`src/rtl/ifu_fetch.sv`:
```
// ============================================================================
// Module   : ifu_fetch
// Brief    : Instruction fetch unit; single-outstanding word fetch feeding the
//            decode stage over a valid/ready handshake, with PC redirect.
// Revision : 1.0 - initial release
// ============================================================================
`default_nettype none

module ifu_fetch #(
    parameter int                   CPU_WIDTH = 32,
    parameter int                   INS_WIDTH = 32,
    parameter logic [CPU_WIDTH-1:0] RESET_PC  = 32'h8000_0000
) (
    input  logic                 i_clk,
    input  logic                 i_rst_n,
    output logic                 o_mem_req,
    output logic [CPU_WIDTH-1:0] o_mem_addr,
    input  logic                 i_mem_gnt,
    input  logic                 i_mem_rvalid,
    input  logic [INS_WIDTH-1:0] i_mem_rdata,
    output logic [INS_WIDTH-1:0] o_instr,
    output logic [CPU_WIDTH-1:0] o_pc,
    output logic                 o_post_valid,
    input  logic                 i_post_ready,
    input  logic                 i_redirect,
    input  logic [CPU_WIDTH-1:0] i_redirect_pc,
    output logic                 o_misalign
);

    typedef enum logic [1:0] {
        S_REQ  = 2'd0,
        S_WAIT = 2'd1,
        S_HOLD = 2'd2
    } state_t;

    state_t                 state_q;
    logic [CPU_WIDTH-1:0]   pc_q;
    logic                   drop_q;
    logic [INS_WIDTH-1:0]   instr_q;
    logic [CPU_WIDTH-1:0]   opc_q;
    logic                   valid_q;
    logic                   misalign_q;

    logic [CPU_WIDTH-1:0]   w_redirect_pc;

    assign w_redirect_pc = {i_redirect_pc[CPU_WIDTH-1:2], 2'b00};

    // Reset gates the request so memory never sees one while the core is held.
    assign o_mem_req    = (state_q == S_REQ) && i_rst_n;
    assign o_mem_addr   = pc_q;
    assign o_instr      = instr_q;
    assign o_pc         = opc_q;
    assign o_post_valid = valid_q;
    assign o_misalign   = misalign_q;

    always_ff @(posedge i_clk or negedge i_rst_n) begin
        if (!i_rst_n) begin
            state_q    <= S_REQ;
            pc_q       <= RESET_PC;
            drop_q     <= 1'b0;
            instr_q    <= '0;
            opc_q      <= RESET_PC;
            valid_q    <= 1'b0;
            misalign_q <= 1'b0;
        end else begin
            misalign_q <= i_redirect && (|i_redirect_pc[1:0]);
            if (i_redirect) begin
                pc_q    <= w_redirect_pc;
                valid_q <= 1'b0;
                unique case (state_q)
                    S_REQ: begin
                        // A grant in this cycle launches an old-path fetch that must be dropped.
                        if (i_mem_gnt) begin
                            drop_q  <= 1'b1;
                            state_q <= S_WAIT;
                        end
                    end
                    S_WAIT: begin
                        if (i_mem_rvalid) begin
                            drop_q  <= 1'b0;
                            state_q <= S_REQ;
                        end else begin
                            drop_q  <= 1'b1;
                        end
                    end
                    default: begin
                        state_q <= S_REQ;
                    end
                endcase
            end else begin
                unique case (state_q)
                    S_REQ: begin
                        if (i_mem_gnt) begin
                            state_q <= S_WAIT;
                        end
                    end
                    S_WAIT: begin
                        if (i_mem_rvalid) begin
                            if (drop_q) begin
                                drop_q  <= 1'b0;
                                state_q <= S_REQ;
                            end else begin
                                instr_q <= i_mem_rdata;
                                opc_q   <= pc_q;
                                valid_q <= 1'b1;
                                state_q <= S_HOLD;
                            end
                        end
                    end
                    default: begin
                        if (i_post_ready) begin
                            pc_q    <= pc_q + CPU_WIDTH'(4);
                            valid_q <= 1'b0;
                            state_q <= S_REQ;
                        end
                    end
                endcase
            end
        end
    end

endmodule

`default_nettype wire

```
`config.mk`:
```
export PLATFORM = sky130hd
export DESIGN_NAME = ifu_fetch
export DESIGN_NICKNAME = d
export VERILOG_FILES = /design/src/rtl/ifu_fetch.sv
export SDC_FILE = /design/constraint.sdc
export NUM_CORES = 1
export LEC_CHECK = 0
export BUFFER_PORTS_ARGS = -buffer_cell sky130_fd_sc_hd__buf_2
export CORE_MARGIN = 3
export CORE_UTILIZATION = 49
export DETAILED_ROUTE_END_ITERATION = 12
export PLACE_DENSITY_LB_ADDON = 0.3
export REMOVE_ABC_BUFFERS = 1
export SLEW_MARGIN = 15
export SYNTH_ARGS = -nofsm -noshare
export SYNTH_HDL_FRONTEND = slang
export SYNTH_SLANG_ARGS = --single-unit
```
`constraint.sdc`:
```
create_clock -name i_clk -period 2.35 [get_ports i_clk]
set_input_delay 0.47 -clock i_clk [delete_from_list [all_inputs] [get_ports i_clk]]
set_output_delay 0.47 -clock i_clk [all_outputs]
set_load 0.02 [all_outputs]
```
==> impl_metrics.py <==
metrics = {
    "placement": {
        "numPortBuffers": 164,
        "gp_congestion": 0.895,
        "place_hpwl_um": 7360,
    },
    "logic_synthesis": {
        "ys_ff_latch": 97,
        "syn_inst": 369,
        "ys_async_sr_fraction": 1.00,
        "synth_cell_types": 37,
        "synth_edf_count": 0,
        "yosys_warnings": 0,
        "netlist_top_cells_area": "dfrtp_1, mux2_2, or4_1, a31oi_1, nor2_1",
        "synth.largest_area_cell": "dfrtp_1",
        "synth.cell_area_um2": 4310,
        "yosysTopAreaCellShare": 0.551,
        "synthFlopType": "dfrtp_1",
        "synth_common_cells": "dfrtp_1, mux2_2, nor2_1",
        "syn_area_per_cell_um2": 11.7,
        "synthMostInstantiatedCell": "dfrtp_1",
        "seq_area_frac_synth": 0.563,
    },
    "floorplanning": {
        "start_util": 0.515,
        "dieArea_um2": 9960,
        "die_y_um": 99.8,
        "fp.dieW_um": 99.8,
        "coreArea_um2": 8380,
        "ios": 169,
        "placementRows": 33,
    },
    "clock_network": {
        "ctsHoldBuffers": 0,
        "cts_resized": 0,
        "htree_levels": 3,
        "cts.sinks": 97,
        "cts_setup_buffers": 0,
        "path_clk_slew_ps": 90,
        "clk_latency_ps": 350,
        "cts.path.max_buffers": 2,
        "cts_tree": "yes",
        "cts_root_buffer": "clkbuf_8",
        "cts_buffers": 9,
    },
    "cells_and_area": {
        "layout.nets": 608,
        "areaGrowthSynthToFinish_pct": 27.2,
        "final.fill_count": 694,
        "multi_input_area_um2": 1750,
        "seq_area_um2": 2430,
        "drive_above_1_share": 0.477,
        "fin_util": 0.654,
        "diodes": 0,
    },
    "status": {
        "outcome": "finished, final reports clean",
    },
    "setup_path": {
        "cp-start-kind": "flop",
        "worstPathMaxFanout": 13,
        "cp_data_arrival_time_ps": 2400,
        "setup.worst_path.end_class": "flop",
        "required_ps": 2630,
        "path_class": "flop to flop",
    },
    "global_routing": {
        "antenna_found_initial": 0,
        "grt_max_degree": 98,
        "grt_use_total": 0.206,
        "globalRouteOverflowTotal": 0,
        "grt_pass1_wl_um": 16500,
        "grt_pass1_vias": 3504,
    },
    "routing": {
        "vias": 3527,
        "met3_length_um": 719,
        "wl_met1_um": 4270,
        "wl_met2_um": 5050,
        "vias_per_cell": 5.46,
        "drc_errors": 0,
        "routed_wl_um": 10100,
        "highest_layer": "met4",
        "firstDrtPassIters": 4,
        "drt_iter0_drc": 127,
        "wl_per_cell_um": 15.7,
        "final_antenna_net_count": 0,
    },
    "pwr": {
        "vdd_drop_max_mv": 0.705,
        "switching_share": 0.368,
        "p_per_area_nw_per_um2": 1080,
        "power_leakage_uw": 0.00258,
        "clockPowerShare": 0.180,
        "comb_power_share": 0.381,
        "p_int_uw": 3730,
        "seqPwrFrac": 0.439,
        "power.net_switching_uw": 2170,
    },
    "timing": {
        "period_needed_ps": 2120,
        "worst_pin_slew_ps": 633,
        "fin_setup_tns_ps": 0,
        "slew_violations": 0,
        "grt_setup_unrepaired": "false",
        "max_freq_ghz": 0.471,
        "hold_violations": 0,
        "finalSetupViolations": 0,
        "fin_crit_sh": 0.904,
        "fin_worst_skew_ps": 7.72,
        "max_slew_margin": 0.578,
    },
    "job": {
        "drv_cap": 0,
    },
    "min_path": {
        "worstHoldPathType": "primary input to asynchronous set/reset pin",
    },
}
-- final cells by class --
| type | instances | area share |
|---|---|---|
| repair buffers | 178 | 0.174 |
| well taps | 105 | 0.0240 |
| clock inverters | 2 | 0.00707 |
| inverters | 8 | 0.00548 |
| multi-input cells | 243 | 0.319 |
| clock buffers | 13 | 0.0272 |
| flip-flops and latches | 97 | 0.443 |
-- path summary, 6_finish.rpt --
check,start,to,slack [ps],cells past startpoint
setup / recovery,o_mem_addr[4],o_mem_addr[24],230,4
hold / removal,i_rst_n,state_q[0],170,2
setup reg to reg,o_mem_addr[4],o_mem_addr[24],230,4
hold reg to reg,o_pc[11],o_pc[11],500,1
max in group asynchronous,i_rst_n,o_pc[31],1780,2
min in group i_clk,i_redirect_pc[0],o_misalign,320,3
-- logic make-up after synthesis --
logic type / after synthesis / share of synthesized area
AND/OR/NAND/NOR: 112 / 0.134
flip-flops: 97 / 0.563
multiplexers: 63 / 0.164
AO/OA/AOI/OAI: 54 / 0.0807
buffers and inverters: 32 / 0.0354
XOR/XNOR: 9 / 0.0183
adder cells (fa/ha/maj): 1 / 0.00290
other: 1 / 0.000869
-- placed cells by master (no fill, tap or decap), types with 12 or more instances in the layout --
master / n
o21ai_0: 13
nand3_1: 15
a31oi_1: 17
buf_2: 163
nand2_1: 23
mux2_2: 62
dfrtp_1: 95
nor2_1: 28
o31ai_1: 12
or4_1: 14
buf_4: 13
-- worst max-delay path: stages (launching register included) --
cell	delay, ps
dfrtp_1	470
nand4_2	200
or4_4	660
or4_1	540
a31oi_1	180
-- per-stage QoR --
stage	std cells	setup WS (ps)	hold slack [ps]	area, um2	total power, uW
after floorplan	348	-136	174	4200	4010
after global placement	631	86.8	481	5290	4830
after detailed placement	631	37.3	488	5290	4910
after CTS	646	51.2	189	5480	5980
after global routing	646	93.8	204	5480	6240
final	646	226	165	5480	5900
-- flip-flops by register name, summed over array words and instances (netlist names) --
name and cells:
o_instr 32, o_misalign 1, o_pc 30, drop_q 1
o_mem_addr 30, o_post_valid 1, state_q 2
-- power groups by stage --
| stage | registers (uW) | logic [uW] | clock network (uW) |
|---|---|---|---|
| 2_1_floorplan | 3350 | 657 | 0 |
| 3_3_place_gp | 2590 | 2240 | 0 |
| 3_5_place_dp | 2630 | 2280 | 0 |
| 4_1_cts | 2590 | 2280 | 1100 |
| 5_1_grt | 2670 | 2400 | 1160 |
| 6_report | 2590 | 2250 | 1060 |
-- metal layers --
metal / GRT usage / vias up
met4: 0.0714 / 0
met3: 0.0479 / 11
met5: 0 / -
met1: 0.259 / 1728
li1: - / 1672
met2: 0.349 / 116
No activity file was read; power rests on OpenSTA's default activity.
